$ cat src/rtl/rv32i_pkg.sv
// Shared RV32I encodings used by the memory stage: opcode classes, funct3
// access sizes, exception bit positions and the bus FSM states.
package rv32i_pkg;

  localparam int unsigned OPCODE_WIDTH    = 3;
  localparam int unsigned EXCEPTION_WIDTH = 4;

  localparam logic [OPCODE_WIDTH-1:0] OPCODE_ALU   = 3'd0;
  localparam logic [OPCODE_WIDTH-1:0] OPCODE_LOAD  = 3'd1;
  localparam logic [OPCODE_WIDTH-1:0] OPCODE_STORE = 3'd2;

  localparam logic [2:0] FUNCT3_LB  = 3'b000;
  localparam logic [2:0] FUNCT3_LH  = 3'b001;
  localparam logic [2:0] FUNCT3_LW  = 3'b010;
  localparam logic [2:0] FUNCT3_LBU = 3'b100;
  localparam logic [2:0] FUNCT3_LHU = 3'b101;
  localparam logic [2:0] FUNCT3_SB  = 3'b000;
  localparam logic [2:0] FUNCT3_SH  = 3'b001;
  localparam logic [2:0] FUNCT3_SW  = 3'b010;

  localparam int unsigned LOAD_MISALIGNED  = 0;
  localparam int unsigned STORE_MISALIGNED = 1;

  typedef enum logic [1:0] {
    ST_IDLE = 2'd0,
    ST_REQ  = 2'd1,
    ST_WAIT = 2'd2
  } mem_state_e;

endpackage

$ cat src/rtl/memory_access_if.sv
// Pipelined Wishbone data port between the memory stage and main memory.
interface memory_access_if;
  logic        wb_cyc;
  logic        wb_stb;
  logic        wb_wr_en;
  logic [31:0] wb_addr;
  logic [31:0] wb_wr_data;
  logic [3:0]  wb_wr_sel;
  logic        wb_ack;
  logic        wb_stall;
  logic [31:0] wb_rd_data;

  modport master (
    output wb_cyc, wb_stb, wb_wr_en, wb_addr, wb_wr_data, wb_wr_sel,
    input  wb_ack, wb_stall, wb_rd_data
  );

  modport slave (
    input  wb_cyc, wb_stb, wb_wr_en, wb_addr, wb_wr_data, wb_wr_sel,
    output wb_ack, wb_stall, wb_rd_data
  );
endinterface

$ cat src/rtl/load_store_align.sv
// Byte-lane steering for loads/stores: store lane select and replication,
// load extraction with sign/zero extension, and misalignment detection.
module load_store_align
  import rv32i_pkg::*;
(
  input  logic [1:0]  addr_lo,
  input  logic [2:0]  funct3,
  input  logic        is_store,
  input  logic [31:0] store_data,
  input  logic [31:0] load_raw,
  output logic [3:0]  wr_sel_c,
  output logic [31:0] wr_data_c,
  output logic [31:0] load_data_c,
  output logic        misaligned_c
);

  logic [7:0]  byte_sel;
  logic [15:0] half_sel;

  always_comb begin
    case (addr_lo)
      2'd0:    byte_sel = load_raw[7:0];
      2'd1:    byte_sel = load_raw[15:8];
      2'd2:    byte_sel = load_raw[23:16];
      default: byte_sel = load_raw[31:24];
    endcase
    half_sel = addr_lo[1] ? load_raw[31:16] : load_raw[15:0];
  end

  // Undefined funct3 values are reported as misaligned so no bus cycle starts.
  always_comb begin
    wr_sel_c     = 4'b1111;
    wr_data_c    = store_data;
    load_data_c  = load_raw;
    misaligned_c = 1'b0;
    if (is_store) begin
      case (funct3)
        FUNCT3_SB: begin
          wr_sel_c  = 4'b0001 << addr_lo;
          wr_data_c = {4{store_data[7:0]}};
        end
        FUNCT3_SH: begin
          wr_sel_c     = addr_lo[1] ? 4'b1100 : 4'b0011;
          wr_data_c    = {2{store_data[15:0]}};
          misaligned_c = addr_lo[0];
        end
        FUNCT3_SW: misaligned_c = (addr_lo != 2'b00);
        default:   misaligned_c = 1'b1;
      endcase
    end else begin
      case (funct3)
        FUNCT3_LB:  load_data_c = {{24{byte_sel[7]}}, byte_sel};
        FUNCT3_LBU: load_data_c = {24'd0, byte_sel};
        FUNCT3_LH: begin
          load_data_c  = {{16{half_sel[15]}}, half_sel};
          misaligned_c = addr_lo[0];
        end
        FUNCT3_LHU: begin
          load_data_c  = {16'd0, half_sel};
          misaligned_c = addr_lo[0];
        end
        FUNCT3_LW: misaligned_c = (addr_lo != 2'b00);
        default:   misaligned_c = 1'b1;
      endcase
    end
  end

endmodule

$ cat src/rtl/memory_access.sv
// RV32I memory stage: registered ALU pass-through, plus one pipelined
// Wishbone transaction per load/store with upstream stall while it runs.
module memory_access
  import rv32i_pkg::*;
(
  input  logic                       clk,
  input  logic                       rst,
  input  logic [31:0]                execute_result,
  input  logic [31:0]                execute_rs2_data,
  input  logic [2:0]                 execute_funct3,
  input  logic [OPCODE_WIDTH-1:0]    execute_opcode_type,
  input  logic [4:0]                 execute_rd,
  input  logic                       execute_rd_wr_en,
  input  logic [31:0]                execute_pc,
  input  logic [EXCEPTION_WIDTH-1:0] execute_exception,
  input  logic                       clk_en,
  input  logic                       stall,
  input  logic                       flush,
  output logic [4:0]                 memory_rd,
  output logic                       memory_rd_wr_en,
  output logic [31:0]                memory_rd_wr_data,
  output logic                       memory_rd_valid,
  output logic [31:0]                memory_pc,
  output logic [EXCEPTION_WIDTH-1:0] memory_exception,
  output logic                       next_clk_en,
  output logic                       next_stall,
  output logic                       next_flush,
  memory_access_if.master            wb
);

  mem_state_e                 state_q, state_d;
  logic [4:0]                 memory_rd_q, memory_rd_d;
  logic                       memory_rd_wr_en_q, memory_rd_wr_en_d;
  logic [31:0]                memory_rd_wr_data_q, memory_rd_wr_data_d;
  logic                       memory_rd_valid_q, memory_rd_valid_d;
  logic [31:0]                memory_pc_q, memory_pc_d;
  logic [EXCEPTION_WIDTH-1:0] memory_exception_q, memory_exception_d;
  logic                       next_clk_en_q, next_clk_en_d;
  logic                       wb_cyc_q, wb_cyc_d;
  logic                       wb_stb_q, wb_stb_d;
  logic                       wb_wr_en_q, wb_wr_en_d;
  logic [31:0]                wb_addr_q, wb_addr_d;
  logic [31:0]                wb_wr_data_q, wb_wr_data_d;
  logic [3:0]                 wb_wr_sel_q, wb_wr_sel_d;
  logic [1:0]                 addr_lo_q, addr_lo_d;
  logic [2:0]                 funct3_q, funct3_d;
  logic                       is_load_q, is_load_d;
  logic                       rd_wr_en_q, rd_wr_en_d;
  logic                       squash_q, squash_d;

  logic        is_load, is_store, is_mem, idle, bus_done, squashed;
  logic [1:0]  align_addr_lo;
  logic [2:0]  align_funct3;
  logic        align_is_store;
  logic [3:0]  align_wr_sel;
  logic [31:0] align_wr_data;
  logic [31:0] align_load_data;
  logic        align_misaligned;

  assign is_load  = (execute_opcode_type == OPCODE_LOAD);
  assign is_store = (execute_opcode_type == OPCODE_STORE);
  assign is_mem   = is_load || is_store;
  assign idle     = (state_q == ST_IDLE);

  // The aligner looks at the incoming op while idle and at the latched op otherwise.
  assign align_addr_lo  = idle ? execute_result[1:0] : addr_lo_q;
  assign align_funct3   = idle ? execute_funct3 : funct3_q;
  assign align_is_store = idle ? is_store : !is_load_q;

  load_store_align u_align (
    .addr_lo      (align_addr_lo),
    .funct3       (align_funct3),
    .is_store     (align_is_store),
    .store_data   (execute_rs2_data),
    .load_raw     (wb.wb_rd_data),
    .wr_sel_c     (align_wr_sel),
    .wr_data_c    (align_wr_data),
    .load_data_c  (align_load_data),
    .misaligned_c (align_misaligned)
  );

  always_comb begin
    state_d             = state_q;
    memory_rd_d         = memory_rd_q;
    memory_rd_wr_en_d   = memory_rd_wr_en_q;
    memory_rd_wr_data_d = memory_rd_wr_data_q;
    memory_rd_valid_d   = memory_rd_valid_q;
    memory_pc_d         = memory_pc_q;
    memory_exception_d  = memory_exception_q;
    next_clk_en_d       = next_clk_en_q;
    wb_cyc_d            = wb_cyc_q;
    wb_stb_d            = wb_stb_q;
    wb_wr_en_d          = wb_wr_en_q;
    wb_addr_d           = wb_addr_q;
    wb_wr_data_d        = wb_wr_data_q;
    wb_wr_sel_d         = wb_wr_sel_q;
    addr_lo_d           = addr_lo_q;
    funct3_d            = funct3_q;
    is_load_d           = is_load_q;
    rd_wr_en_d          = rd_wr_en_q;
    squash_d            = squash_q;
    bus_done            = 1'b0;
    squashed            = squash_q || flush;

    unique case (state_q)
      ST_IDLE: begin
        if (!stall) begin
          if (flush) begin
            next_clk_en_d     = 1'b0;
            memory_rd_wr_en_d = 1'b0;
            memory_rd_valid_d = 1'b0;
          end else if (clk_en) begin
            memory_rd_d        = execute_rd;
            memory_pc_d        = execute_pc;
            memory_exception_d = execute_exception;
            if (is_load && align_misaligned)
              memory_exception_d[LOAD_MISALIGNED] = 1'b1;
            if (is_store && align_misaligned)
              memory_exception_d[STORE_MISALIGNED] = 1'b1;
            if (is_mem && (execute_exception == '0) && !align_misaligned) begin
              state_d           = ST_REQ;
              wb_cyc_d          = 1'b1;
              wb_stb_d          = 1'b1;
              wb_wr_en_d        = is_store;
              wb_addr_d         = {execute_result[31:2], 2'b00};
              wb_wr_data_d      = align_wr_data;
              wb_wr_sel_d       = align_wr_sel;
              addr_lo_d         = execute_result[1:0];
              funct3_d          = execute_funct3;
              is_load_d         = is_load;
              rd_wr_en_d        = execute_rd_wr_en;
              squash_d          = 1'b0;
              next_clk_en_d     = 1'b0;
              memory_rd_wr_en_d = 1'b0;
              memory_rd_valid_d = 1'b0;
            end else begin
              memory_rd_wr_data_d = execute_result;
              next_clk_en_d       = 1'b1;
              memory_rd_wr_en_d   = execute_rd_wr_en && !is_mem;
              memory_rd_valid_d   = execute_rd_wr_en && !is_mem;
            end
          end else begin
            next_clk_en_d = 1'b0;
          end
        end
      end
      ST_REQ: begin
        squash_d = squashed;
        if (wb.wb_ack) begin
          bus_done = 1'b1;
        end else if (!wb.wb_stall) begin
          state_d  = ST_WAIT;
          wb_stb_d = 1'b0;
        end
      end
      ST_WAIT: begin
        squash_d = squashed;
        if (wb.wb_ack) bus_done = 1'b1;
      end
      default: state_d = ST_IDLE;
    endcase

    // The stage outputs hold a bubble while the bus runs, so completion may overwrite them.
    if (bus_done) begin
      state_d             = ST_IDLE;
      wb_cyc_d            = 1'b0;
      wb_stb_d            = 1'b0;
      squash_d            = 1'b0;
      memory_rd_wr_data_d = align_load_data;
      next_clk_en_d       = !squashed;
      memory_rd_wr_en_d   = is_load_q && rd_wr_en_q && !squashed;
      memory_rd_valid_d   = is_load_q && !squashed;
    end
  end

  always_ff @(posedge clk or posedge rst) begin
    if (rst) begin
      state_q             <= ST_IDLE;
      memory_rd_q         <= '0;
      memory_rd_wr_en_q   <= 1'b0;
      memory_rd_wr_data_q <= '0;
      memory_rd_valid_q   <= 1'b0;
      memory_pc_q         <= '0;
      memory_exception_q  <= '0;
      next_clk_en_q       <= 1'b0;
      wb_cyc_q            <= 1'b0;
      wb_stb_q            <= 1'b0;
      wb_wr_en_q          <= 1'b0;
      wb_addr_q           <= '0;
      wb_wr_data_q        <= '0;
      wb_wr_sel_q         <= '0;
      addr_lo_q           <= '0;
      funct3_q            <= '0;
      is_load_q           <= 1'b0;
      rd_wr_en_q          <= 1'b0;
      squash_q            <= 1'b0;
    end else begin
      state_q             <= state_d;
      memory_rd_q         <= memory_rd_d;
      memory_rd_wr_en_q   <= memory_rd_wr_en_d;
      memory_rd_wr_data_q <= memory_rd_wr_data_d;
      memory_rd_valid_q   <= memory_rd_valid_d;
      memory_pc_q         <= memory_pc_d;
      memory_exception_q  <= memory_exception_d;
      next_clk_en_q       <= next_clk_en_d;
      wb_cyc_q            <= wb_cyc_d;
      wb_stb_q            <= wb_stb_d;
      wb_wr_en_q          <= wb_wr_en_d;
      wb_addr_q           <= wb_addr_d;
      wb_wr_data_q        <= wb_wr_data_d;
      wb_wr_sel_q         <= wb_wr_sel_d;
      addr_lo_q           <= addr_lo_d;
      funct3_q            <= funct3_d;
      is_load_q           <= is_load_d;
      rd_wr_en_q          <= rd_wr_en_d;
      squash_q            <= squash_d;
    end
  end

  assign memory_rd         = memory_rd_q;
  assign memory_rd_wr_en   = memory_rd_wr_en_q;
  assign memory_rd_wr_data = memory_rd_wr_data_q;
  assign memory_rd_valid   = memory_rd_valid_q;
  assign memory_pc         = memory_pc_q;
  assign memory_exception  = memory_exception_q;
  assign next_clk_en       = next_clk_en_q;
  assign next_stall        = stall || !idle;
  assign next_flush        = flush;
  assign wb.wb_cyc         = wb_cyc_q;
  assign wb.wb_stb         = wb_stb_q;
  assign wb.wb_wr_en       = wb_wr_en_q;
  assign wb.wb_addr        = wb_addr_q;
  assign wb.wb_wr_data     = wb_wr_data_q;
  assign wb.wb_wr_sel      = wb_wr_sel_q;

endmodule
$ cat src/flat_wrapper.sv
// flat-port wrapper written by rule: the top's interface ports become plain ports
module memory_access_flat import rv32i_pkg::*;
  (clk, rst, execute_result, execute_rs2_data, execute_funct3, execute_opcode_type, execute_rd, execute_rd_wr_en, execute_pc, execute_exception, clk_en, stall, flush, memory_rd, memory_rd_wr_en, memory_rd_wr_data, memory_rd_valid, memory_pc, memory_exception, next_clk_en, next_stall, next_flush, wb_wb_cyc, wb_wb_stb, wb_wb_wr_en, wb_wb_addr, wb_wb_wr_data, wb_wb_wr_sel, wb_wb_ack, wb_wb_stall, wb_wb_rd_data);
  memory_access_if wb_i ();
  input  logic clk;
  input  logic rst;
  input  logic [31:0] execute_result;
  input  logic [31:0] execute_rs2_data;
  input  logic [2:0] execute_funct3;
  input  logic [OPCODE_WIDTH-1:0] execute_opcode_type;
  input  logic [4:0] execute_rd;
  input  logic execute_rd_wr_en;
  input  logic [31:0] execute_pc;
  input  logic [EXCEPTION_WIDTH-1:0] execute_exception;
  input  logic clk_en;
  input  logic stall;
  input  logic flush;
  output logic [4:0] memory_rd;
  output logic memory_rd_wr_en;
  output logic [31:0] memory_rd_wr_data;
  output logic memory_rd_valid;
  output logic [31:0] memory_pc;
  output logic [EXCEPTION_WIDTH-1:0] memory_exception;
  output logic next_clk_en;
  output logic next_stall;
  output logic next_flush;
  output wire logic [$bits(wb_i.wb_cyc)-1:0] wb_wb_cyc;
  output wire logic [$bits(wb_i.wb_stb)-1:0] wb_wb_stb;
  output wire logic [$bits(wb_i.wb_wr_en)-1:0] wb_wb_wr_en;
  output wire logic [$bits(wb_i.wb_addr)-1:0] wb_wb_addr;
  output wire logic [$bits(wb_i.wb_wr_data)-1:0] wb_wb_wr_data;
  output wire logic [$bits(wb_i.wb_wr_sel)-1:0] wb_wb_wr_sel;
  input wire logic [$bits(wb_i.wb_ack)-1:0] wb_wb_ack;
  input wire logic [$bits(wb_i.wb_stall)-1:0] wb_wb_stall;
  input wire logic [$bits(wb_i.wb_rd_data)-1:0] wb_wb_rd_data;
  assign wb_wb_cyc = wb_i.wb_cyc;
  assign wb_wb_stb = wb_i.wb_stb;
  assign wb_wb_wr_en = wb_i.wb_wr_en;
  assign wb_wb_addr = wb_i.wb_addr;
  assign wb_wb_wr_data = wb_i.wb_wr_data;
  assign wb_wb_wr_sel = wb_i.wb_wr_sel;
  assign wb_i.wb_ack = wb_wb_ack;
  assign wb_i.wb_stall = wb_wb_stall;
  assign wb_i.wb_rd_data = wb_wb_rd_data;
  memory_access u_core (.clk(clk), .rst(rst), .execute_result(execute_result), .execute_rs2_data(execute_rs2_data), .execute_funct3(execute_funct3), .execute_opcode_type(execute_opcode_type), .execute_rd(execute_rd), .execute_rd_wr_en(execute_rd_wr_en), .execute_pc(execute_pc), .execute_exception(execute_exception), .clk_en(clk_en), .stall(stall), .flush(flush), .memory_rd(memory_rd), .memory_rd_wr_en(memory_rd_wr_en), .memory_rd_wr_data(memory_rd_wr_data), .memory_rd_valid(memory_rd_valid), .memory_pc(memory_pc), .memory_exception(memory_exception), .next_clk_en(next_clk_en), .next_stall(next_stall), .next_flush(next_flush), .wb(wb_i));
endmodule
$ cat config.mk
export PLATFORM = sky130hd
export DESIGN_NAME = memory_access_flat
export DESIGN_NICKNAME = d
export VERILOG_FILES = /design/src/rtl/rv32i_pkg.sv /design/src/rtl/memory_access_if.sv /design/src/rtl/load_store_align.sv /design/src/rtl/memory_access.sv /design/src/flat_wrapper.sv
export SDC_FILE = /design/constraint.sdc
export NUM_CORES = 1
export LEC_CHECK = 0
export ABC_CLOCK_PERIOD_IN_PS = 5280
export BUFFER_PORTS_ARGS = -buffer_cell sky130_fd_sc_hd__buf_4
export CAP_MARGIN = 20
export CORE_UTILIZATION = 40
export CTS_CLUSTER_DIAMETER = 50
export DETAILED_ROUTE_END_ITERATION = 16
export GPL_TIMING_DRIVEN = 0
export PLACE_DENSITY_LB_ADDON = 0.15
export SLEW_MARGIN = 30
export SYNTH_ARGS = -nofsm -noshare
export SYNTH_HDL_FRONTEND = slang
export SYNTH_HIERARCHICAL = 1
export SYNTH_SLANG_ARGS = --single-unit
$ cat constraint.sdc
create_clock -name clk -period 5.28 [get_ports clk]
set_input_delay 0.264 -clock clk [delete_from_list [all_inputs] [get_ports clk]]
set_output_delay 0.264 -clock clk [all_outputs]
set_load 0.05 [all_outputs]
[Word level (Yosys, flattened, before mapping)]
Cells that the tools add are included.
Storage, ports and cells
  bits in registers: 155
  input port bits: 151
  output and inout port bits: 149
  word-level logic and storage cells: 143
Cells by class
  eq/ne operators: 20
  shift-type cells: 1
  muxes and demuxes: 62
  bitwise gates (word level): 2
  reduce and logical (&&, ||, !) cells: 39
Operator list (count)
  $mux 32: 8
  $pmux 32 s4: 1
  $pmux 32 s2: 1
  $mux 1: 33
  $pmux 8 s3: 1
  $reduce_and 5->1: 4
  $mux 16: 1
  $mux 2: 8
  $reduce_and 7->1: 2
  $ne 3x3->1 const B: 4
  $reduce_bool 3->1: 3
  $logic_and 1x1->1: 8
  $mux 4: 2
  $ne 2x1->1 const B: 4
  $pmux 4 s2: 1
  $reduce_bool 2->1: 4
  $eq 3x1->1 const B: 2
  $eq 3x2->1 const B: 2
  $eq 3x3->1 const B: 2
  $ne 3x2->1 const B: 2
  $pmux 1 s3: 2
  $pmux 2 s3: 1
  $reduce_or 2->1: 3
  $logic_not 1->1: 5
  13 further kinds: 20

[Longest topological paths before layout]
Gate-level depths: netlist of run 1.
  depth after elaboration: 14
  mapped depth: 15
  mapped depth without buffers: 11

[Cells and area by module]
Netlist of run 1, hierarchy kept.
Modules (own cells, without submodules)
  memory_access: times used 1, cells each 540, area an instance 6630.1 um^2, seq. area each 3878.7 um^2
  load_store_align: times used 1, cells each 159, area an instance 1199.9 um^2, seq. area each 0.0 um^2

[Worst setup path before layout of run 1]
No wires, ideal clock.
  kind: register to register
  from: register u_core.state_q[0]
  to: register u_core.addr_lo_q[0]
  setup time: 0.125 ns
  data arrival time: 3.133 ns
  required time: 5.155 ns
  slack: 2.022 ns
  cell stages (with the launch flop): 14
  buffers on the path: 5
  clock period less this slack: 3.258 ns
  cell sequence: dfrtp_1 inv_1 ha_1 buf_4 mux2_2 buf_2 clkbuf_1 a221oi_1 a21oi_1 nor4_2 nand4_1 buf_4 buf_6 mux2_4
On the way
  cells in the longest elaborated chain, start to end: 9
  elaborated cells between the ends (all ways): 18
  classes of those cells: 4 x eq/ne; 6 x mux; 8 x reduce/logical
Ends and longest elaborated chain
  start, declared: RTL line memory_access.sv:31  | mem_state_e state_q, state_d;
  start signal, assigned: RTL line memory_access.sv:198  | state_q <= state_d;
  $logic_not 2->1 *: RTL line memory_access.sv:63  | assign idle = (state_q == ST_IDLE);
  $mux 3 *: RTL line memory_access.sv:67  | assign align_funct3 = idle ? execute_funct3 : funct3_q;
  net u_core.align_funct3[0]: RTL line memory_access.sv:53  | logic [2:0] align_funct3;
  $eq 3x3->1 (tied with other cells): RTL line load_store_align.sv:51  | case (funct3)
  $reduce_or 2->1 (no line)
  $pmux 1 s3: RTL line load_store_align.sv:51
  $mux 1 *: RTL line load_store_align.sv:36  | if (is_store) begin
  net u_core.align_misaligned: RTL line memory_access.sv:58  | logic align_misaligned;
  $logic_not 1->1 *: RTL line memory_access.sv:120  | if (is_mem && (execute_exception == '0) && !align_misaligned) begin
  $logic_and 1x1->1 *: RTL line memory_access.sv:120
  $reduce_and 5->1 (no line) *
  end signal, assigned: RTL line memory_access.sv:212  | addr_lo_q <= addr_lo_d;
  end, declared: RTL line memory_access.sv:45  | logic [1:0] addr_lo_q, addr_lo_d;
Mark *: on every way through the listed nets, which the timed path passes. The rest lies on a longest branch.
A chain may end at the register's enable or synchronous reset.

[Final worst setup path of run 1]
  from: register u_core.state_q[1]
  to: register u_core.wb_wr_sel_q[2], in the netlist u_core/wb.wb_wr_sel[2]
On the way
  cells in the longest elaborated chain, start to end: 9
  elaborated cells between the ends (all ways): 22
  classes of those cells: 4 x eq/ne; 1 x shift; 9 x mux; 8 x reduce/logical
Ends and longest elaborated chain
  $logic_not 2->1 *: RTL line memory_access.sv:63
  $mux 3 *: RTL line memory_access.sv:67
  net u_core.align_funct3[0]: RTL line memory_access.sv:53
  $eq 3x3->1 (tied with other cells): RTL line load_store_align.sv:51
  $reduce_or 2->1 (no line)
  $pmux 1 s3: RTL line load_store_align.sv:51
  $mux 1 *: RTL line load_store_align.sv:36
  net u_core.align_misaligned: RTL line memory_access.sv:58
  $logic_not 1->1 *: RTL line memory_access.sv:120
  $logic_and 1x1->1 *: RTL line memory_access.sv:120
  $reduce_and 5->1 (no line) *
  end signal, assigned: RTL line memory_access.sv:211  | wb_wr_sel_q <= wb_wr_sel_d;
  end, declared: RTL line memory_access.sv:44  | logic [3:0] wb_wr_sel_q, wb_wr_sel_d;
Marked as above.

==> results_tabular.tex, run 1 <==
\begin{tabular}{lr}
\hline
Metric & Value \\
\hline
\multicolumn{2}{l}{\textbf{Status}} \\
\quad Outcome & finished clean \\
\multicolumn{2}{l}{\textbf{Logic synthesis}} \\
\quad Unique masters post-synth & 56 \\
\quad EDFF count, synth & 0 \\
\quad Main synth FF type & sky130\_fd\_sc\_hd\_\_dfrtp\_1 \\
\quad Post-Synthesis Mean Instance Area & 11.2 sq um \\
\quad YS warnings & 6 \\
\quad Portion of the post-synthesis area used by sequential elements & 0.495 \\
\quad Gate count after technology mapping & 699 \\
\quad Register bit total from synthesis & 155 \\
\quad Share of synthesized flip-flops with an asynchronous set or reset & 1.00 \\
\quad Post-synth design cell area & 0.00783 sq mm \\
\multicolumn{2}{l}{\textbf{Floorplan}} \\
\quad Initial core utilization & 0.413 \\
\quad Top-level I/O count & 300 \\
\quad Standard-cell row count & 50 \\
\quad Core Region & 0.0190 sq mm \\
\quad Vertical extent of the die & 142 microns \\
\quad Overall die width & 142 microns \\
\quad Area of the die & 0.0201 sq mm \\
\multicolumn{2}{l}{\textbf{Power}} \\
\quad Total chip power & 4.08 mW \\
\quad Peak supply drop & 215 uV \\
\quad Leakage Power & 5.90 nW \\
\quad Power density over cell area & 371 mW/mm\^{}2 \\
\multicolumn{2}{l}{\textbf{CTS}} \\
\quad Quantity of gates resized following cts & 0 \\
\quad Clock transition at the registers of the reported paths & 0.07 ns \\
\quad Inserted Clock Buffers & 17 \\
\quad CTS tree & built \\
\quad Clk Tree Root Cell & sky130\_fd\_sc\_hd\_\_clkbuf\_16 \\
\quad Number of clock sinks & 155 \\
\quad Buffers inserted during post-CTS setup optimization & 0 \\
\quad H-tree depth & 4 \\
\quad Buffers from clock root to sink, at most & 2 \\
\quad Later-pin clock latency in the skew report & 0.42 ns \\
\multicolumn{2}{l}{\textbf{Placement}} \\
\quad Placer's final routability congestion estimate & 0.863 \\
\quad Setup Slack @ Placement & 1.33 ns \\
\quad HPWL after detailed placement & 17.1 mm \\
\quad IO Port Bufs & 297 \\
\multicolumn{2}{l}{\textbf{Global route}} \\
\quad Aggregate global routing overflow & 0 \\
\quad GRT Overall Usage & 0.232 \\
\quad Wire length of the first global-routing pass & 35.4 mm \\
\quad Via count of the first global-routing pass & 6454 \\
\quad Largest net degree at the start of global routing & 87 \\
\quad Number of antenna violations at the first check in global routing & 0 \\
\multicolumn{2}{l}{\textbf{Worst setup path}} \\
\quad Setup slack on the worst flop-to-flop path & 1.30 ns \\
\quad Critical R2R Launch & u\_core/state\_q[1] \\
\quad Highest net fanout along the worst path & 10 \\
\quad Reg2reg path depth & 13 \\
\quad Worst endpoint data arrival time & 4.28 ns \\
\quad Endpoint kind of the worst setup timing path & register \\
\quad Endpoint of the lowest-slack register-to-register path & u\_core/wb.wb\_wr\_sel[2] \\
\quad Critical Setup Path Class & reg2reg \\
\quad Type of element launching the critical path & register \\
\quad Worst Path Required & 5.58 ns \\
\multicolumn{2}{l}{\textbf{STA}} \\
\quad Actual slew at the worst max-slew pin & 0.827 ns \\
\quad Final worst-path cycle share & 0.754 \\
\quad Final number of max-transition violations & 0 \\
\quad Post-route setup slack & 1.30 ns \\
\quad Unrepaired setup endpoints after global routing & false \\
\quad Period minus WS final & 3.98 ns \\
\quad Final count of negative-setup-slack endpoints & 0 \\
\quad Hold violation total from the final report & 0 \\
\quad Worst clock skew on the final layout & 0.0120 ns \\
\quad Total negative slack & 0 ns \\
\quad Slew Limit Headroom & 0.449 \\
\quad Peak clock frequency supported by timing & 251 MHz \\
\multicolumn{2}{l}{\textbf{Final layout}} \\
\quad Commonest non-fill, non-tap cell in the layout & sky130\_fd\_sc\_hd\_\_buf\_4 \\
\quad Layout fillers & 1715 \\
\quad Nets & 1174 \\
\quad Area growth from synthesis to layout & 40.4\% \\
\quad Highest-count cells in the layout ignoring fill and taps & sky130\_fd\_sc\_hd\_\_buf\_4, sky130\_fd\_sc\_hd\_\_dfrtp\_1, sky130\_fd\_sc\_hd\_\_nand2\_1 \\
\quad Number of diodes added for antenna fixing & 0 \\
\quad Share of layout cells above drive strength 1 & 0.468 \\
\multicolumn{2}{l}{\textbf{Drt}} \\
\quad Total number of vias & 6390 \\
\quad Post-DR wirelength/cell & 17.6 microns \\
\quad Total length of routed wires & 22.8 mm \\
\quad Vias per cell & 4.95 \\
\quad Final antenna-violating net count & 0 \\
\quad First DRT Iteration DRCs & 253 \\
\quad Drt drc & 0 \\
\quad Initial DRT Pass Iterations & 4 \\
\multicolumn{2}{l}{\textbf{Worst hold path}} \\
\quad WHS Endpoint & u\_core/memory\_pc[15] \\
\quad Worst min-delay path startpoint & execute\_pc[15] \\
\quad Number of cells on the worst hold path & 3 \\
\quad Worst Hold Class & in2reg \\
\multicolumn{2}{l}{\textbf{Run}} \\
\quad Maximum capacitance violations & 0 \\
\hline
\end{tabular}
-- routing by layer --
layer / GRT usage / share of wire
met1: 0.314 / 0.45
met2: 0.361 / 0.47
met3: 0.0591 / 0.067
met4: 0.0775 / 0.018
met5: 0 / 0
-- what timing repair did --
item / in CTS / in global routing
endpoints found under the setup margin: 0 / 0
hold endpoints to repair: 69 / 0
hold buffers: 1 / 0
-- sequential cells by signal (all words and copies together), names as in the netlist, 2 cells and up --
register                  flops
u_core/memory_exception       4
u_core/wb.wb_addr            30
u_core/wb.wb_wr_sel           4
u_core/wb.wb_wr_data         32
u_core/state_q                2
u_core/memory_rd              5
u_core/funct3_q               3
u_core/memory_rd_wr_data     32
u_core/addr_lo_q              2
u_core/memory_pc             32
-- worst max-delay path by stage --
stage / end / from
2_1_floorplan: u_core/addr_lo_q[0] / rst
3_3_place_gp: u_core/wb.wb_addr[8] / rst
3_5_place_dp: u_core/wb.wb_wr_data[10] / u_core/state_q[1]
4_1_cts: u_core/wb.wb_wr_sel[2] / u_core/state_q[1]
5_1_grt: u_core/memory_rd_wr_data[1] / u_core/state_q[0]
6_report: u_core/wb.wb_wr_sel[2] / u_core/state_q[1]
-- cells in the mapped netlist (2+ instances only) --
cell,instances,share of area
sky130_fd_sc_hd__dfrtp_1,155,0.50
sky130_fd_sc_hd__nand2_1,153,0.073
sky130_fd_sc_hd__mux2_4,50,0.096
sky130_fd_sc_hd__mux2_2,48,0.069
sky130_fd_sc_hd__o21ai_0,46,0.029
sky130_fd_sc_hd__mux2i_1,43,0.055
sky130_fd_sc_hd__a21oi_1,22,0.014
sky130_fd_sc_hd__clkbuf_1,21,0.010
sky130_fd_sc_hd__o21a_1,17,0.016
sky130_fd_sc_hd__buf_2,16,0.010
sky130_fd_sc_hd__nor2_1,16,0.0077
sky130_fd_sc_hd__buf_4,13,0.012
sky130_fd_sc_hd__inv_1,12,0.0058
sky130_fd_sc_hd__a221o_1,9,0.012
sky130_fd_sc_hd__o22ai_1,7,0.0056
sky130_fd_sc_hd__buf_6,6,0.0086
sky130_fd_sc_hd__mux4_2,6,0.017
sky130_fd_sc_hd__or4b_2,6,0.0077
sky130_fd_sc_hd__ha_1,5,0.0080
sky130_fd_sc_hd__nor3b_1,4,0.0038
sky130_fd_sc_hd__nand2b_1,3,0.0024
sky130_fd_sc_hd__a22o_1,2,0.0022
sky130_fd_sc_hd__and2_1,2,0.0016
sky130_fd_sc_hd__and3_1,2,0.0016
sky130_fd_sc_hd__nor3_1,2,0.0013
sky130_fd_sc_hd__o211ai_1,2,0.0019
sky130_fd_sc_hd__or2_2,2,0.0016
-- power breakdown --
group	internal (mW)	total [mW]	switching, mW
logic	0.488	1.45	0.960
registers	1.35	1.44	0.0898
clock network	0.659	1.19	0.526
-- layout make-up --
type,count,area (sq um),area share
Tap cell,260,325,0.0296
Clock inverter,14,134,0.0122
Timing Repair Buffer,299,2270,0.206
Multi-Input combinational cell,475,3580,0.325
Clock buffer,18,429,0.0390
Sequential cell,155,3880,0.353
Buffer,58,333,0.0303
Inverter,12,52.6,0.00478
-- logic make-up (layout without fill, tap and decap cells) --
group | count (synthesis) | in the layout | share of synthesized area
multiplexers | 147 | 147 | 0.237
flip-flops | 155 | 155 | 0.495
buffers and inverters | 70 | 401 | 0.0483
adder cells (fa/ha/maj) | 5 | 5 | 0.00799
AND/OR/NAND/NOR | 202 | 202 | 0.115
XOR/XNOR | 1 | 1 | 0.00112
other | 1 | 2 | 0.000479
AO/OA/AOI/OAI | 118 | 118 | 0.0949
-- critical path, stage by stage (launching register included) --
cell and delay [ns]:
sky130_fd_sc_hd__dfrtp_1 0.41, sky130_fd_sc_hd__inv_1 0.12, sky130_fd_sc_hd__ha_1 0.19, sky130_fd_sc_hd__buf_4 0.21
sky130_fd_sc_hd__mux2_2 0.41, sky130_fd_sc_hd__buf_2 0.24, sky130_fd_sc_hd__clkbuf_1 0.28, sky130_fd_sc_hd__a221oi_1 0.33
sky130_fd_sc_hd__a21oi_1 0.17, sky130_fd_sc_hd__nor4_2 0.45, sky130_fd_sc_hd__nand4_1 0.25, sky130_fd_sc_hd__buf_4 0.28
sky130_fd_sc_hd__buf_6 0.19, sky130_fd_sc_hd__mux2_4 0.30
-- metrics by stage --
stage | hold WS (ns) | std cells | cell area (sq um) | utilization
floorplan | 0.369 | 700 | 7830 | -
finish | 0.0306 | 1291 | 11000 | 0.580
global route | 0.0204 | 1291 | 11000 | 0.580
CTS | 0.00847 | 1291 | 11000 | 0.580
global placement | 0.454 | 1257 | 10400 | 0.548
detailed placement | 0.364 | 1258 | 10400 | 0.550
No activity file was read; power rests on OpenSTA's default activity.
==> run 2, diff against run 1 <==
--- a/config.mk
+++ b/config.mk
@@ -5,7 +5,7 @@
 export SDC_FILE = /design/constraint.sdc
 export NUM_CORES = 1
 export LEC_CHECK = 0
-export ABC_CLOCK_PERIOD_IN_PS = 5280
+export ABC_CLOCK_PERIOD_IN_PS = 3750
 export BUFFER_PORTS_ARGS = -buffer_cell sky130_fd_sc_hd__buf_4
 export CAP_MARGIN = 20
 export CORE_UTILIZATION = 40
==> constraint.sdc (replaced) <==
create_clock -name clk -period 3.75 [get_ports clk]
set_input_delay 0.1875 -clock clk [delete_from_list [all_inputs] [get_ports clk]]
set_output_delay 0.1875 -clock clk [all_outputs]
set_load 0.05 [all_outputs]
==> run 2 against run 1 <==
Sequential power increased by 41%. Die area unchanged. Core utilization increased by 4.4 points. Via count increased by 5.6%. Critical endpoint is now u_core/funct3_q[0].
==> results_tabular.tex, run 2 (synthesis gave the netlist of run 1 again) <==
\begin{tabular}{lr}
\hline
Metric & Value \\
\hline
\multicolumn{2}{l}{\textbf{Status}} \\
\quad Outcome & finished clean \\
\multicolumn{2}{l}{\textbf{STA}} \\
\quad Unrepaired setup endpoints after global routing & false \\
\quad Period minus WS final & 3.47 ns \\
\quad Peak clock frequency supported by timing & 288 MHz \\
\quad Final worst-path cycle share & 0.926 \\
\quad Worst clock skew on the final layout & 0.00896 ns \\
\quad Smallest hold slack & 0.0267 ns \\
\quad Final count of negative-setup-slack endpoints & 0 \\
\quad Actual slew at the worst max-slew pin & 0.789 ns \\
\quad Final number of max-transition violations & 0 \\
\quad Slew Limit Headroom & 0.474 \\
\quad Hold violation total from the final report & 0 \\
\multicolumn{2}{l}{\textbf{Drt}} \\
\quad Post-DR wirelength/cell & 17.8 microns \\
\quad Total length of routed wires & 24.3 mm \\
\quad Final antenna-violating net count & 0 \\
\quad Initial DRT Pass Iterations & 4 \\
\quad Drt drc & 0 \\
\quad First DRT Iteration DRCs & 321 \\
\quad Total number of vias & 6748 \\
\quad Vias per cell & 4.96 \\
\multicolumn{2}{l}{\textbf{Floorplan}} \\
\quad Standard-cell row count & 50 \\
\quad Initial core utilization & 0.413 \\
\quad Overall die width & 142 microns \\
\quad Top-level I/O count & 300 \\
\quad Vertical extent of the die & 142 microns \\
\quad Core Region & 0.0190 sq mm \\
\quad Area of the die & 0.0201 sq mm \\
\multicolumn{2}{l}{\textbf{Power}} \\
\quad Internal & 3.83 mW \\
\quad Switching power share of the total & 0.365 \\
\quad Seq pwr share & 0.338 \\
\quad Peak supply drop & 311 uV \\
\quad Combinational share of power & 0.354 \\
\quad Leakage Power & 6.25 nW \\
\quad Part of the power in the clock network & 0.309 \\
\quad Net load switching power & 2.20 mW \\
\quad Power density over cell area & 509 mW/mm\^{}2 \\
\multicolumn{2}{l}{\textbf{CTS}} \\
\quad CTS tree & built \\
\quad Clk Tree Root Cell & sky130\_fd\_sc\_hd\_\_clkbuf\_16 \\
\quad H-tree depth & 4 \\
\quad Later-pin clock latency in the skew report & 0.42 ns \\
\quad Inserted Clock Buffers & 17 \\
\quad Buffers inserted during post-CTS setup optimization & 0 \\
\quad Number of clock sinks & 155 \\
\quad Buffers from clock root to sink, at most & 2 \\
\quad Clock transition at the registers of the reported paths & 0.06 ns \\
\multicolumn{2}{l}{\textbf{Run}} \\
\quad Maximum capacitance violations & 0 \\
\multicolumn{2}{l}{\textbf{Worst setup path}} \\
\quad Slowest cell on crit path & sky130\_fd\_sc\_hd\_\_dfrtp\_1 \\
\quad Endpoint kind of the worst setup timing path & register \\
\quad Setup slack on the worst flop-to-flop path & 0.28 ns \\
\quad Highest net fanout along the worst path & 19 \\
\quad Type of element launching the critical path & register \\
\quad Worst Path Required & 4.05 ns \\
\quad CP most frequent cell & sky130\_fd\_sc\_hd\_\_buf\_4 \\
\quad Worst endpoint data arrival time & 3.77 ns \\
\quad Startpoint of the most critical setup path & u\_core/state\_q[1] \\
\quad Critical R2R Launch & u\_core/state\_q[1] \\
\quad CP Cell Sequence & inv\_1 -> ha\_1 -> buf\_4 -> mux2\_2 -> clkbuf\_4 -> a221oi\_1 -> a21oi\_2 -> nor4\_4 -> nand4\_1 -> buf\_4 -> buf\_6 -> mux2\_4 \\
\quad Critical Setup Path Class & reg2reg \\
\quad Max stage delay on crit path & 0.41 ns \\
\multicolumn{2}{l}{\textbf{Final layout}} \\
\quad Share of layout cells above drive strength 1 & 0.440 \\
\quad Commonest non-fill, non-tap cell in the layout & sky130\_fd\_sc\_hd\_\_buf\_4 \\
\quad Nets & 1245 \\
\quad Highest-count cells in the layout ignoring fill and taps & sky130\_fd\_sc\_hd\_\_buf\_4, sky130\_fd\_sc\_hd\_\_dfrtp\_1, sky130\_fd\_sc\_hd\_\_nand2\_1 \\
\quad Final core occ & 0.625 \\
\quad Layout fillers & 1603 \\
\quad Area growth from synthesis to layout & 51.2\% \\
\quad Number of diodes added for antenna fixing & 0 \\
\quad Final standard cell area without fillers & 0.0118 sq mm \\
\multicolumn{2}{l}{\textbf{Global route}} \\
\quad Largest net degree at the start of global routing & 30 \\
\quad GRT Overall Usage & 0.247 \\
\quad Number of antenna violations at the first check in global routing & 0 \\
\quad Via count of the first global-routing pass & 7014 \\
\quad Aggregate global routing overflow & 0 \\
\quad Wire length of the first global-routing pass & 37.8 mm \\
\multicolumn{2}{l}{\textbf{Placement}} \\
\quad Placer's final routability congestion estimate & 0.880 \\
\quad HPWL after detailed placement & 17.6 mm \\
\quad Standard cell area after detailed placement & 0.0105 sq mm \\
\quad IO Port Bufs & 297 \\
\multicolumn{2}{l}{\textbf{Worst hold path}} \\
\quad Worst Hold Class & in2reg \\
\quad Worst min-delay path startpoint & execute\_funct3[2] \\
\hline
\end{tabular}
[run 2: worst max-delay path, delay by kind of cell (launching register included)]
family | cells | cell delay (ns)
compound gates | 2 | 0.52
fa+ha+maj | 1 | 0.19
buf+inv | 5 | 1.09
flops | 1 | 0.41
mux | 2 | 0.72
simple gates | 2 | 0.44
[run 2: through the flow]
stage | power, mW | TNS, ns | std cells | setup slack (ns)
after floorplan | 3.39 | 0 | 700 | 0.492
after global placement | 4.09 | -9.72 | 1257 | -0.167
after detailed placement | 4.13 | -10.76 | 1262 | -0.194
after CTS | 6.08 | 0 | 1363 | 0.142
after global routing | 6.29 | 0 | 1361 | 0.0763
final | 6.03 | 0 | 1361 | 0.277
[run 2: repair_timing]
item,4_1_cts,5_1_grt
resized for setup,0,3
pin swaps,2,0
endpoints found under the hold margin,111,0
hold buffers,71,0
setup endpoints to repair,100,82
[run 2: area by class of cell]
cell class              instances  area (sq um)  share of cell area
flip-flops and latches        155          3880               0.328
multi-input cells             475          3590               0.303
repair buffers                373          3040               0.257
clock buffers                  20           437              0.0369
well taps                     260           325              0.0275
plain buffers                  55           324              0.0274
clock inverters                11           195              0.0165
inverters                      12          48.8             0.00412
[run 2: worst paths after layout]
| kind | endpoint | cells past startpoint |
|---|---|---|
| worst max-delay path | u_core/funct3_q[0] | 12 |
| worst min-delay path | u_core/funct3_q[2] | 2 |
| worst max register to register | u_core/funct3_q[0] | 12 |
| worst min register to register | u_core/memory_pc[7] | 2 |
| max in group asynchronous | u_core/state_q[1] | 5 |
| min in group asynchronous | u_core/wb.wb_wr_data[15] | 3 |
[run 2: power by group through the flow]
stage,logic [mW],registers [mW],clock network (mW)
2_1_floorplan,0.532,2.86,0
3_3_place_gp,2.04,2.05,0
3_5_place_dp,2.07,2.06,0
4_1_cts,2.13,2.03,1.91
5_1_grt,2.25,2.06,1.98
6_report,2.13,2.03,1.86
[run 2: metal layers]
| metal | vias up | share of wire | GRT usage |
|---|---|---|---|
| met4 | 0 | 0.031 | 0.104 |
| li1 | 3200 | - | - |
| met1 | 3265 | 0.43 | 0.315 |
| met5 | - | 0 | 0 |
| met2 | 236 | 0.48 | 0.402 |
| met3 | 47 | 0.060 | 0.0577 |
==> run 3, diff against run 2 <==
--- a/config.mk
+++ b/config.mk
@@ -5,7 +5,7 @@
 export SDC_FILE = /design/constraint.sdc
 export NUM_CORES = 1
 export LEC_CHECK = 0
-export ABC_CLOCK_PERIOD_IN_PS = 3750
+export ABC_CLOCK_PERIOD_IN_PS = 3650
 export BUFFER_PORTS_ARGS = -buffer_cell sky130_fd_sc_hd__buf_4
 export CAP_MARGIN = 20
 export CORE_UTILIZATION = 40
==> constraint.sdc (replaced) <==
create_clock -name clk -period 3.65 [get_ports clk]
set_input_delay 0.1825 -clock clk [delete_from_list [all_inputs] [get_ports clk]]
set_output_delay 0.1825 -clock clk [all_outputs]
set_load 0.05 [all_outputs]
==> run 3 against run 2 <==
Fmax is 2.2% higher. Flip-flop and latch count stayed put. Total power is 2.8% higher. Critical endpoint unchanged. Highest routed layer unchanged. Cell area hardly changed.
==> results_tabular.tex, run 3 (synthesis gave the netlist of run 1 again) <==
\begin{tabular}{lr}
\hline
Metric & Value \\
\hline
\multicolumn{2}{l}{\textbf{Drt}} \\
\quad Post-DR wirelength/cell & 17.8 microns \\
\quad Initial DRT Pass Iterations & 4 \\
\quad Drt drc & 0 \\
\quad First DRT Iteration DRCs & 323 \\
\quad Final antenna-violating net count & 0 \\
\quad Total length of routed wires & 24.3 mm \\
\quad Vias per cell & 4.96 \\
\quad Total number of vias & 6749 \\
\multicolumn{2}{l}{\textbf{CTS}} \\
\quad Clk Tree Root Cell & sky130\_fd\_sc\_hd\_\_clkbuf\_16 \\
\quad Number of clock sinks & 155 \\
\quad Inserted Clock Buffers & 17 \\
\quad CTS tree & built \\
\quad H-tree depth & 4 \\
\quad Buffers from clock root to sink, at most & 2 \\
\quad Later-pin clock latency in the skew report & 0.42 ns \\
\quad Buffers inserted during post-CTS setup optimization & 0 \\
\quad Clock transition at the registers of the reported paths & 0.06 ns \\
\multicolumn{2}{l}{\textbf{Global route}} \\
\quad Wire length of the first global-routing pass & 37.8 mm \\
\quad Aggregate global routing overflow & 0 \\
\quad Via count of the first global-routing pass & 7014 \\
\quad Number of antenna violations at the first check in global routing & 0 \\
\quad GRT Overall Usage & 0.247 \\
\quad Largest net degree at the start of global routing & 30 \\
\multicolumn{2}{l}{\textbf{Worst setup path}} \\
\quad Endpoint kind of the worst setup timing path & register \\
\quad Highest net fanout along the worst path & 19 \\
\quad Worst endpoint data arrival time & 3.69 ns \\
\quad Worst Path Required & 3.95 ns \\
\quad Critical Setup Path Class & reg2reg \\
\quad Type of element launching the critical path & register \\
\multicolumn{2}{l}{\textbf{Floorplan}} \\
\quad Area of the die & 0.0201 sq mm \\
\quad Vertical extent of the die & 142 microns \\
\quad Core Region & 0.0190 sq mm \\
\quad Top-level I/O count & 300 \\
\quad Standard-cell row count & 50 \\
\quad Initial core utilization & 0.413 \\
\quad Overall die width & 142 microns \\
\multicolumn{2}{l}{\textbf{STA}} \\
\quad Hold violation total from the final report & 0 \\
\quad Total negative slack & 0 ns \\
\quad Final worst-path cycle share & 0.931 \\
\quad Worst clock skew on the final layout & 0.00885 ns \\
\quad Final number of max-transition violations & 0 \\
\quad Period minus WS final & 3.40 ns \\
\quad Smallest hold slack & 0.0218 ns \\
\quad Unrepaired setup endpoints after global routing & false \\
\quad Slew Limit Headroom & 0.474 \\
\quad Peak clock frequency supported by timing & 294 MHz \\
\quad Final count of negative-setup-slack endpoints & 0 \\
\quad Post-route setup slack & 0.253 ns \\
\quad Actual slew at the worst max-slew pin & 0.789 ns \\
\multicolumn{2}{l}{\textbf{Final layout}} \\
\quad Nets & 1245 \\
\quad Share of layout cells above drive strength 1 & 0.441 \\
\quad Highest-count cells in the layout ignoring fill and taps & sky130\_fd\_sc\_hd\_\_buf\_4, sky130\_fd\_sc\_hd\_\_dfrtp\_1, sky130\_fd\_sc\_hd\_\_nand2\_1 \\
\quad Commonest non-fill, non-tap cell in the layout & sky130\_fd\_sc\_hd\_\_buf\_4 \\
\quad Area growth from synthesis to layout & 51.3\% \\
\quad Number of diodes added for antenna fixing & 0 \\
\quad Final standard cell area without fillers & 0.0118 sq mm \\
\multicolumn{2}{l}{\textbf{Power}} \\
\quad Leakage Power & 6.26 nW \\
\quad Power density over cell area & 523 mW/mm\^{}2 \\
\quad Peak supply drop & 320 uV \\
\quad Total chip power & 6.19 mW \\
\multicolumn{2}{l}{\textbf{Run}} \\
\quad Maximum capacitance violations & 0 \\
\multicolumn{2}{l}{\textbf{Worst hold path}} \\
\quad Worst Hold Class & in2reg \\
\multicolumn{2}{l}{\textbf{Placement}} \\
\quad Placer's final routability congestion estimate & 0.880 \\
\quad Setup Slack @ Placement & -0.294 ns \\
\quad IO Port Bufs & 297 \\
\quad HPWL after detailed placement & 17.6 mm \\
\quad Standard cell area after detailed placement & 0.0105 sq mm \\
\multicolumn{2}{l}{\textbf{Status}} \\
\quad Outcome & finished clean \\
\hline
\end{tabular}
run 3: cell count changes in the layout (fill, tap and decap cells not counted):
cell,previous run,this run
sky130_fd_sc_hd__clkbuf_1,21,20
sky130_fd_sc_hd__clkbuf_2,1,2
sky130_fd_sc_hd__a221oi_1,1,0
sky130_fd_sc_hd__a221oi_2,0,1
run 3: per-stage QoR:
step                std cells  utilization
global route             1361        0.625
detailed placement       1262        0.554
floorplan                 700            -
finish                   1361        0.625
global placement         1257        0.548
CTS                      1363        0.624
run 3: path summary, 6_finish.rpt:
check,slack [ns],from,to,depth (start not counted)
setup / recovery,0.25,u_core/state_q[1],u_core/funct3_q[0],12
hold / removal,0.02,execute_funct3[2],u_core/funct3_q[2],2
max in group asynchronous,2.47,rst,u_core/state_q[1],5
min in group asynchronous,0.41,rst,u_core/wb.wb_wr_data[15],3
hold reg to reg,0.48,u_core/memory_pc[7],u_core/memory_pc[7],2
setup reg to reg,0.25,u_core/state_q[1],u_core/funct3_q[0],12
run 3: where the power goes:
part           total (mW)  switching, mW  internal [mW]
registers            2.09          0.134           1.96
clock network        1.91          0.700           1.21
logic                2.19           1.43          0.764
total                6.19           2.26           3.93
run 3: cell type report:
class,instances,area [sq um]
fill,1605,7110
tap,260,325
clock buffer,20,437
clock inverter,11,195
multi-input combinational,475,3600
timing repair buffer,373,3040
inverter,12,48.8
sequential,155,3880
buffer,55,325
run 3: what timing repair did:
| item | CTS | global route |
|---|---|---|
| hold buffers | 71 | 0 |
| cloned | 0 | 0 |
| endpoints found under the hold margin | 115 | 0 |
| pin swaps | 2 | 0 |
| gates resized for setup | 0 | 6 |
| endpoints found under the setup margin | 107 | 100 |
run 3: critical path, cell delays in order, from the launching register on:
cell and delay (ns):
sky130_fd_sc_hd__dfrtp_1 0.41, sky130_fd_sc_hd__inv_1 0.11, sky130_fd_sc_hd__ha_1 0.19, sky130_fd_sc_hd__buf_4 0.21, sky130_fd_sc_hd__mux2_2 0.41, sky130_fd_sc_hd__clkbuf_4 0.30, sky130_fd_sc_hd__a221oi_2 0.33, sky130_fd_sc_hd__a21oi_2 0.11
sky130_fd_sc_hd__nor4_4 0.21, sky130_fd_sc_hd__nand4_1 0.23, sky130_fd_sc_hd__buf_4 0.27, sky130_fd_sc_hd__buf_6 0.19, sky130_fd_sc_hd__mux2_4 0.31
run 3: per-layer routing:
| metal | vias to the layer above | track usage | share of wire |
|---|---|---|---|
| li1 | 3201 | - | - |
| met1 | 3265 | 0.315 | 0.43 |
| met2 | 236 | 0.402 | 0.48 |
| met3 | 47 | 0.0577 | 0.059 |
| met4 | 0 | 0.104 | 0.031 |
| met5 | - | 0 | 0 |
